## config.mk

```make
export PLATFORM = sky130hd
export DESIGN_NAME = cpu_fetch_queue
export DESIGN_NICKNAME = d
export VERILOG_FILES = /design/src/rtl/cpu_fetch_queue_pkg.sv /design/src/rtl/cpu_fetch_queue_sync_fifo.sv /design/src/rtl/cpu_fetch_queue.sv
export SDC_FILE = /design/constraint.sdc
export NUM_CORES = 1
export LEC_CHECK = 0
export CELL_PAD_IN_SITES_DETAIL_PLACEMENT = 0
export CELL_PAD_IN_SITES_GLOBAL_PLACEMENT = 1
export CORE_ASPECT_RATIO = 1.75
export CORE_MARGIN = 2
export CORE_UTILIZATION = 30
export CTS_CLUSTER_DIAMETER = 120
export DETAILED_ROUTE_END_ITERATION = 7
export PLACE_DENSITY = 0.66
export SLEW_MARGIN = 20
export SYNTH_ARGS = -nofsm -noshare
export SYNTH_HDL_FRONTEND = slang
export SYNTH_SLANG_ARGS = --single-unit
```

## constraint.sdc

```tcl
create_clock -name i_Clock -period 3.2 [get_ports i_Clock]
set_input_delay 0.8 -clock i_Clock [delete_from_list [all_inputs] [get_ports i_Clock]]
set_output_delay 0.8 -clock i_Clock [all_outputs]
set_load 0.03 [all_outputs]
```

## src/rtl/cpu_fetch_queue_pkg.sv

```systemverilog
// Shared defaults and small helpers for the instruction prefetch queue and its FIFOs.
package cpu_fetch_queue_pkg;

  localparam int FETCH_XLEN            = 32;
  localparam int FETCH_QUEUE_DEPTH     = 4;
  localparam int FETCH_MAX_OUTSTANDING = 2;
  localparam int FETCH_PC_STEP         = 4;

  // Fate of a read beat presented on the R channel this cycle.
  typedef enum logic [1:0] {
    BEAT_NONE = 2'd0,
    BEAT_KEEP = 2'd1,
    BEAT_DROP = 2'd2
  } beat_e;

  function automatic int ptr_width(input int depth);
    return (depth > 1) ? $clog2(depth) : 1;
  endfunction

endpackage

```

## src/rtl/cpu_fetch_queue_sync_fifo.sv

```systemverilog
// Synchronous FIFO with clear, occupancy count and a registered head entry view.
module sync_fifo
  import cpu_fetch_queue_pkg::*;
#(
  parameter int  WIDTH = 8,
  parameter int  DEPTH = 4,
  localparam int PW    = ptr_width(DEPTH),
  localparam int CW    = $clog2(DEPTH) + 1
) (
  input  logic             clock,
  input  logic             reset,
  input  logic             clear,
  input  logic             push,
  input  logic [WIDTH-1:0] push_data,
  input  logic             pop,
  output logic [WIDTH-1:0] head_data,
  output logic [CW-1:0]    count,
  output logic             full,
  output logic             empty
);

  logic [WIDTH-1:0] mem_r [DEPTH];
  logic [PW-1:0]    wr_ptr_r;
  logic [PW-1:0]    rd_ptr_r;
  logic [CW-1:0]    count_r;
  logic             push_s;
  logic             pop_s;

  function automatic logic [PW-1:0] ptr_inc(input logic [PW-1:0] p);
    return (p == PW'(DEPTH - 1)) ? {PW{1'b0}} : p + PW'(1);
  endfunction

  // A full FIFO still accepts a push when the head leaves in the same cycle.
  assign pop_s     = pop && !empty;
  assign push_s    = push && (!full || pop_s);
  assign empty     = (count_r == {CW{1'b0}});
  assign full      = (count_r == CW'(DEPTH));
  assign count     = count_r;
  assign head_data = mem_r[rd_ptr_r];

  always_ff @(posedge clock) begin
    if (push_s) begin
      mem_r[wr_ptr_r] <= push_data;
    end
  end

  always_ff @(posedge clock) begin
    if (reset || clear) begin
      wr_ptr_r <= {PW{1'b0}};
      rd_ptr_r <= {PW{1'b0}};
      count_r  <= {CW{1'b0}};
    end else begin
      if (push_s) wr_ptr_r <= ptr_inc(wr_ptr_r);
      if (pop_s)  rd_ptr_r <= ptr_inc(rd_ptr_r);
      case ({push_s, pop_s})
        2'b10:   count_r <= count_r + CW'(1);
        2'b01:   count_r <= count_r - CW'(1);
        default: count_r <= count_r;
      endcase
    end
  end

endmodule

```

## src/rtl/cpu_fetch_queue.sv

```systemverilog
// Instruction prefetch unit: pipelined AXI-Lite reads into a PC-tagged FIFO, with
// redirect flushing and silent discard of responses that belong to the old stream.
module cpu_fetch_queue
  import cpu_fetch_queue_pkg::*;
#(
  parameter int              XLEN            = FETCH_XLEN,
  parameter int              DEPTH           = FETCH_QUEUE_DEPTH,
  parameter int              MAX_OUTSTANDING = FETCH_MAX_OUTSTANDING,
  parameter logic [XLEN-1:0] RESET_PC        = {XLEN{1'b0}}
) (
  input  logic            i_Clock,
  input  logic            w_Reset,
  input  logic            i_Enable_Fetch,
  input  logic            i_Redirect,
  input  logic [XLEN-1:0] i_Redirect_PC,
  input  logic            i_Instruction_Ready,
  output logic [XLEN-1:0] o_Instruction,
  output logic [XLEN-1:0] o_Instruction_PC,
  output logic            o_Instruction_Valid,
  output logic [XLEN-1:0] o_Fetch_PC,
  output logic            o_Idle,
  output logic [XLEN-1:0] s_axil_araddr,
  output logic            s_axil_arvalid,
  input  logic            s_axil_arready,
  input  logic [XLEN-1:0] s_axil_rdata,
  input  logic            s_axil_rvalid,
  output logic            s_axil_rready
);

  localparam int CW = $clog2(DEPTH) + 1;
  localparam int IW = $clog2(MAX_OUTSTANDING) + 1;
  localparam int SW = CW + IW;

  logic [XLEN-1:0]   fetch_pc_r;
  logic [XLEN-1:0]   araddr_r;
  logic              arvalid_r;
  logic              stale_ar_r;
  logic [IW-1:0]     drop_r;
  logic [IW-1:0]     inflight_s;
  logic [IW-1:0]     inflight_next_s;
  logic [XLEN-1:0]   pc_after_s;
  logic [SW-1:0]     credit_s;
  logic              ar_fire_s;
  logic              ar_pending_s;
  logic              r_fire_s;
  logic              issue_s;
  logic              push_s;
  logic              pop_s;
  beat_e             beat_s;
  logic [2*XLEN-1:0] instr_head_s;
  logic [XLEN-1:0]   tag_head_s;
  logic [CW-1:0]     instr_count_s;
  logic              instr_empty_s;
  logic              instr_full_s;
  logic              tag_empty_s;
  logic              tag_full_s;
  logic              unused_full_s;

  // The tag queue occupancy is the in-flight count; an R beat with nothing in flight is ignored.
  assign ar_fire_s       = arvalid_r && s_axil_arready;
  assign ar_pending_s    = arvalid_r && !s_axil_arready;
  assign r_fire_s        = s_axil_rvalid && !tag_empty_s;
  assign inflight_next_s = inflight_s + IW'(ar_fire_s) - IW'(r_fire_s);
  assign pc_after_s      = (ar_fire_s && !stale_ar_r) ? fetch_pc_r + XLEN'(FETCH_PC_STEP) : fetch_pc_r;
  assign credit_s        = SW'(instr_count_s) + SW'(inflight_s) + SW'(ar_fire_s);

  // An AR handshaking this cycle frees the channel, so the next request can follow back-to-back.
  assign issue_s = i_Enable_Fetch && !i_Redirect && (!arvalid_r || ar_fire_s) &&
                   (inflight_next_s < IW'(MAX_OUTSTANDING)) && (credit_s < SW'(DEPTH));

  always_comb begin
    beat_s = BEAT_NONE;
    if (!r_fire_s) begin
      beat_s = BEAT_NONE;
    end else if (i_Redirect || (drop_r != {IW{1'b0}})) begin
      beat_s = BEAT_DROP;
    end else begin
      beat_s = BEAT_KEEP;
    end
  end

  assign push_s = (beat_s == BEAT_KEEP);
  assign pop_s  = !instr_empty_s && i_Instruction_Ready && !i_Redirect;

  always_ff @(posedge i_Clock) begin
    if (w_Reset) begin
      fetch_pc_r <= RESET_PC;
      araddr_r   <= {XLEN{1'b0}};
      arvalid_r  <= 1'b0;
      stale_ar_r <= 1'b0;
      drop_r     <= {IW{1'b0}};
    end else begin
      if (i_Redirect) begin
        // Everything in flight, plus an AR still waiting for arready, belongs to the old stream.
        fetch_pc_r <= i_Redirect_PC;
        drop_r     <= inflight_next_s + IW'(ar_pending_s);
        stale_ar_r <= ar_pending_s;
      end else begin
        fetch_pc_r <= pc_after_s;
        drop_r     <= (beat_s == BEAT_DROP) ? drop_r - IW'(1) : drop_r;
        stale_ar_r <= ar_fire_s ? 1'b0 : stale_ar_r;
      end
      if (issue_s) begin
        arvalid_r <= 1'b1;
        araddr_r  <= pc_after_s;
      end else if (ar_fire_s) begin
        arvalid_r <= 1'b0;
      end else begin
        arvalid_r <= arvalid_r;
      end
    end
  end

  sync_fifo #(.WIDTH(2 * XLEN), .DEPTH(DEPTH)) u_instr_fifo (
    .clock     (i_Clock),
    .reset     (w_Reset),
    .clear     (i_Redirect),
    .push      (push_s),
    .push_data ({tag_head_s, s_axil_rdata}),
    .pop       (pop_s),
    .head_data (instr_head_s),
    .count     (instr_count_s),
    .full      (instr_full_s),
    .empty     (instr_empty_s)
  );

  sync_fifo #(.WIDTH(XLEN), .DEPTH(MAX_OUTSTANDING)) u_tag_fifo (
    .clock     (i_Clock),
    .reset     (w_Reset),
    .clear     (1'b0),
    .push      (ar_fire_s),
    .push_data (araddr_r),
    .pop       (r_fire_s),
    .head_data (tag_head_s),
    .count     (inflight_s),
    .full      (tag_full_s),
    .empty     (tag_empty_s)
  );

  assign unused_full_s       = instr_full_s | tag_full_s;
  assign o_Instruction_Valid = !instr_empty_s;
  assign o_Instruction       = instr_empty_s ? {XLEN{1'b0}} : instr_head_s[XLEN-1:0];
  assign o_Instruction_PC    = instr_empty_s ? {XLEN{1'b0}} : instr_head_s[2*XLEN-1:XLEN];
  assign o_Fetch_PC          = fetch_pc_r;
  assign o_Idle              = instr_empty_s && tag_empty_s && !arvalid_r;
  assign s_axil_araddr       = araddr_r;
  assign s_axil_arvalid      = arvalid_r;
  assign s_axil_rready       = 1'b1;

endmodule

```

After elaboration in Yosys (flattened, before gate mapping):

Memory sizes are Yosys's and may differ from the RTL's. A register that Yosys moved wholly into a read port is not among the register bits.
Index checks and enable logic that the tools add are counted.

* RAM bits: 320
* bits in latches: 0
* flip-flop bits (word level): 79
* output and inout port bits: 132
* memories: 2
* input bits: 71
* ROM bits: 0

* equality and inequality tests: 10
* mux-type cells: 25
* shift-type cells: 0
* divide/modulo/power cells: 0
* add/sub/neg operators: 15
* bitwise gates (word level): 0
* reductions and logical operators: 37
* order comparisons: 2
* multipliers: 0

Memories
* u_instr_fifo.mem_r: words 4, bits a word 64, read ports 1, clocked after Yosys merged registers in 1, wr ports 1, line cpu_fetch_queue_sync_fifo.sv:22 `logic [WIDTH-1:0] mem_r [DEPTH];`
* u_tag_fifo.mem_r: words 2, bits a word 32, read ports 1, clocked after Yosys merged registers in 1, wr ports 1, line cpu_fetch_queue_sync_fifo.sv:22

Operators by type and width (number)
* 32-bit two-way mux: 4
* 32-bit by 3-bit adder with 32-bit output (second input constant): 1
* 1-bit logical AND: 16
* 2-bit two-way mux: 8
* 2-bit == test (second input constant): 6
* 2-bit nonzero test: 6
* 1-bit two-way mux: 11
* 1-bit logical NOT: 8
* 2-bit by 1-bit adder with 2-bit output (second input constant): 3
* 2-bit by 1-bit == test with 1-bit output (second input constant): 3
* 3-bit case mux with 2 select lines: 1
* 4-bit by 1-bit adder with 5-bit output: 1
* 1-bit logical OR: 5
* 5-bit by 3-bit < comparator with 1-bit output (second input constant): 1
* 2-bit by 1-bit adder with 2-bit output: 2
* 3-bit by 2-bit adder with 4-bit output: 1
* 2-bit case mux with 2 select lines: 1
* 2-bit by 1-bit subtractor with 2-bit output (second input constant): 2
* 3-bit by 1-bit adder with 3-bit output (second input constant): 1
* 3-bit == test (second input constant): 1
* 3-bit logical NOT: 1
* 3-bit by 1-bit subtractor with 3-bit output (second input constant): 1
* 1-bit adder (second input constant): 2
* 2-bit logical NOT: 1
* 2 further kinds: 2

Logic depth before layout (Yosys ltp):

* depth in word-level cells: 9
* mapped depth: 13

Cells and area by module:

From an unflattened synthesis, not the netlist that was laid out.

* cell total of the unflattened synthesis: 995
* area total of the unflattened synthesis: 16138.0 µm²

By module, submodules not included
* sync_fifo at u_instr_fifo: area each 9761.9 µm², cells each 393, instances 1, seq. area each 7867.5 µm²
* cpu_fetch_queue: area each 3797.4 µm², cells each 470, instances 1, seq. area each 1361.3 µm²
* sync_fifo at u_tag_fifo: area each 2578.7 µm², cells each 132, instances 1, seq. area each 2021.9 µm²

Least setup slack after synthesis:

OpenSTA, ideal clock, no wires.

* path type: in2reg
* from: in i_Redirect
* to: mem u_instr_fifo.mem_r[1][0] in the netlist's numbering, enable pin
* setup slack: -0.252 ns
* data required time: 2.771 ns
* arrival time: 3.023 ns
* library setup time: 0.429 ns
* cell stages on the path: 3
* cells stage by stage: clkbuf_1 nor3_1 and2_1

* cells in the longest elaborated chain, start to end: 7
* elaborated cells on any way between the ends: 11
* classes of those cells: eq/ne (1); mux (4); reduce/logical (6)

RTL lines
* from (decl): line cpu_fetch_queue.sv:14 `input logic i_Redirect,`
* 1-bit logical OR / 1-bit logical NOT (equally long branches): line cpu_fetch_queue.sv:75, cpu_fetch_queue.sv:83
* 2-bit two-way mux / 1-bit logical AND (equally long branches): line cpu_fetch_queue.sv:75, cpu_fetch_queue.sv:83
* 2-bit two-way mux / 1-bit logical AND (equally long branches): line cpu_fetch_queue.sv:73, cpu_fetch_queue_sync_fifo.sv:34
* 2-bit by 1-bit == test with 1-bit output / 1-bit logical OR (equally long branches): line cpu_fetch_queue.sv:82, cpu_fetch_queue_sync_fifo.sv:35
* 1-bit logical AND *: line cpu_fetch_queue_sync_fifo.sv:35 `assign push_s = push && (!full || pop_s);`
* 1-bit two-way mux *: line cpu_fetch_queue_sync_fifo.sv:42 `if (push_s) begin`
* 1-bit two-way mux (implied by the code) *: line cpu_fetch_queue_sync_fifo.sv:43 `mem_r[wr_ptr_r] <= push_data;`
* to (decl): line cpu_fetch_queue_sync_fifo.sv:22

Every way passes the cells marked *; elsewhere a longest branch is shown, timed or not.

==> flow_summary.json <==
{
  "status": "finished, final reports clean",
  "cts_sinks": 402,
  "tightest_slew_ns": 0.8498,
  "dpl.cell_count": 1830,
  "holdWs_ns": 0.4877,
  "pwr-share-comb_pct": 8.2,
  "skew_ns": 0.01800,
  "start_util_pct": 30.29,
  "rrSetupSlack_ns": 0.67,
  "grt_util_all_layers_pct": 13.90,
  "ys_ff_latch": 402,
  "dieArea_um2": 55560,
  "clk_latency_ns": 0.55,
  "avgSynthCellArea_um2": 16.55,
  "wl_um": 38630,
  "drive_gt1_share_pct": 20.02,
  "diodes": 0,
  "arrival_ns": 2.30,
  "post-route-min-period_ns": 3.098,
  "dpl.hpwl_um": 25320,
  "port_buffers": 201,
  "antenna_found_initial": 0,
  "final_common_cell": "edfxtp_1",
  "yosysWarnings": 0,
  "fillerInstances": 4928,
  "fin_crit_sh_pct": 96.83,
  "route.detailed.drc": 0,
  "instances_no_fill": 1903,
  "p_total_mw": 11.83,
  "syn_to_final_growth_pct": 26.88,
  "syn_nets": 1057,
  "clock.fmax_mhz": 322.7,
  "cts_tree": "built",
  "synthArstFlopShare_pct": 0,
  "crit_path_end_kind": "primary output",
  "vias_per_cell": 4.818,
  "finalSetupTns_ns": 0,
  "crit_end": "o_Instruction_PC[6]",
  "seq_area_frac_synth_pct": 69.94,
  "num_vias": 9169,
  "vdd_ir_drop_max_v": 0.0002907,
  "power_density_nw_per_um2": 579.4,
  "maxCapViolCount": 0,
  "overflow": 0,
  "drtIter0Drc": 430,
  "h-tree-depth": 2,
  "die_w_um": 179.0,
  "firstDrtPassIters": 5,
  "cts_root_buffer": "clkbuf_16",
  "synth_area_um2": 16090,
  "crit_fanout": 26,
  "worstReg2RegEnd": "s_axil_araddr[14]",
  "ios": 203,
  "crit_required_ns": 2.40,
  "ant_nets": 0,
  "cts_setup_buffers": 0,
  "rsz0062_at_grt": "no",
  "reg2reg_depth": 10,
  "p_sw_share_pct": 22.44,
  "dieHeight_um": 310.3,
  "cts_hold_buf": 0,
  "critPathKind": "reg2out",
  "r2r-start": "u_tag_fifo.count[0]",
  "hold_violations": 0,
  "grt_pass1_wl_um": 57880,
  "slew_viol_final": 0,
  "seq_power_share_pct": 50.1,
  "switching_power_mw": 2.654,
  "cts_buffer_depth": 3,
  "synth_ff_type": "edfxtp_1",
  "clock_power_share_pct": 41.7,
  "grt_pass1_vias": 9537,
  "grt_max_degree": 67,
  "setup_viol_count_final": 0,
  "leakagePower_nw": 6.793,
  "numCtsBuffers": 39,
  "hp-class": "reg2reg",
  "cp-start-kind": "flip-flop",
  "core_um2": 53110,
  "synth_edf_count": 320,
  "gp_congestion": 0.7713,
  "synth_cell_types": 59,
  "wl_per_cell_um": 20.30,
  "synth_cells": 972,
  "final_cell_mix": "edfxtp_1 (320), clkdlybuf4s50_1 (135), dfxtp_1 (80)",
  "relSlewSlack_pct": 42.55,
  "clkSlewWorstSetupHoldPaths_ns": 0.07,
  "num_rows": 112,
  "internal-power_mw": 9.172,
  "nets": 1273
}
-- logic make-up after synthesis --
family | synth area share (%)
AO/OA/AOI/OAI | 5.188
XOR/XNOR | 0.9023
adder cells (fa/ha/maj) | 1.136
buffers and inverters | 2.349
flip-flops | 69.94
multiplexers | 11.70
other | 0.02331
AND/OR/NAND/NOR | 8.758
-- cell type report --
| class | count | area [µm²] | share of cell area, % |
|---|---|---|---|
| sequential | 402 | 11260 | 55.16 |
| multi-input combinational | 487 | 4472 | 21.91 |
| timing repair buffer | 236 | 2375 | 11.64 |
| clock buffer | 49 | 1035 | 5.070 |
| tap | 684 | 855.8 | 4.193 |
| clock inverter | 23 | 331.6 | 1.625 |
| inverter | 22 | 82.58 | 0.4046 |
-- per-stage QoR --
step	setup WS (ns)	util [%]	instance area (µm²)
floorplan	0.2618	-	16090
global placement	0.07765	35.87	19050
detailed placement	0.02806	35.87	19050
CTS	0.01633	38.42	20410
global route	0.006322	38.43	20410
finish	0.1016	38.43	20410
-- repair_timing --
item / in CTS / in global routing
setup endpoints to repair: 47 / 1
resized for setup: 41 / 1
cloned: 1 / 0
-- power by group through the flow --
stage | registers [mW] | logic [mW] | clock network, mW
2_1_floorplan | 6.10 | 0.441 | 0
3_3_place_gp | 6.04 | 0.976 | 0
3_5_place_dp | 6.04 | 0.993 | 0
4_1_cts | 5.93 | 0.990 | 5.11
5_1_grt | 5.94 | 1.06 | 5.28
6_report | 5.92 | 0.972 | 4.93
-- synthesized netlist by cell type, types with 3 or more instances --
| cell | number | area share, % |
|---|---|---|
| or3_1 | 9 | 0.35 |
| and2_1 | 72 | 2.8 |
| ha_1 | 13 | 1.0 |
| a311oi_1 | 38 | 2.1 |
| a211oi_1 | 21 | 0.98 |
| nor2_1 | 77 | 1.8 |
| and3_1 | 5 | 0.19 |
| nand2_1 | 19 | 0.44 |
| a2111oi_0 | 3 | 0.16 |
| buf_6 | 4 | 0.28 |
| nor3_1 | 6 | 0.19 |
| mux2_2 | 32 | 2.2 |
| xnor2_1 | 6 | 0.33 |
| o31ai_1 | 12 | 0.56 |
| mux4_2 | 64 | 9.0 |
| clkbuf_1 | 33 | 0.77 |
| nor4_1 | 3 | 0.12 |
| xor2_1 | 8 | 0.44 |
| and4_1 | 5 | 0.27 |
| a21oi_1 | 8 | 0.25 |
| nor4b_1 | 3 | 0.16 |
| nand4_1 | 8 | 0.31 |
| dfxtp_1 | 82 | 10 |
| buf_1 | 5 | 0.12 |
| or4_4 | 5 | 0.35 |
| or4_1 | 7 | 0.33 |
| edfxtp_1 | 320 | 60 |
| o21ai_0 | 9 | 0.28 |
| nand3_1 | 11 | 0.34 |
| inv_1 | 22 | 0.51 |
| buf_4 | 5 | 0.23 |
| and4_4 | 3 | 0.21 |
| mux2i_1 | 8 | 0.50 |
| buf_2 | 13 | 0.40 |
-- registers in the layout, summed over array words and instances, names as in the netlist, named ones only --
name and cells:
o_Fetch_PC 32, u_instr_fifo.wr_ptr_r 2, s_axil_arvalid 1, stale_ar_r 1, u_tag_fifo.mem_r 64, s_axil_araddr 32, drop_r 2, u_tag_fifo.wr_ptr_r 1
u_instr_fifo.count 3, u_instr_fifo.rd_ptr_r 2, u_instr_fifo.mem_r 256, u_tag_fifo.rd_ptr_r 1, u_tag_fifo.count 2
-- worst min-delay path by stage --
stage,slack (ns),endpoint,depth (start not counted),start
2_1_floorplan,0.44,s_axil_araddr[0],2,o_Fetch_PC[0]
3_3_place_gp,0.46,s_axil_araddr[1],2,o_Fetch_PC[1]
3_5_place_dp,0.47,flip-flop,2,u_instr_fifo.rd_ptr_r[1]
4_1_cts,0.49,flip-flop,2,u_instr_fifo.rd_ptr_r[1]
5_1_grt,0.51,flip-flop,2,u_instr_fifo.rd_ptr_r[1]
6_report,0.49,flip-flop,2,u_instr_fifo.rd_ptr_r[1]
-- routing by layer --
metal,up-vias,wire length [µm],part of all wire [%],global-route usage (%)
met5,-,0,0,0
met4,0,1035,2.7,4.727
met3,55,1726,4.5,2.224
met2,246,20770,54,25.89
met1,4620,15100,39,15.92
li1,4248,-,-,-
-- critical path: stages (launching register included) --
cell	delay, ns
dfxtp_4	0.52
buf_12	0.24
buf_12	0.23
mux4_2	0.38
and2_1	0.18
buf_4	0.16
No activity file was read; power rests on OpenSTA's default activity.
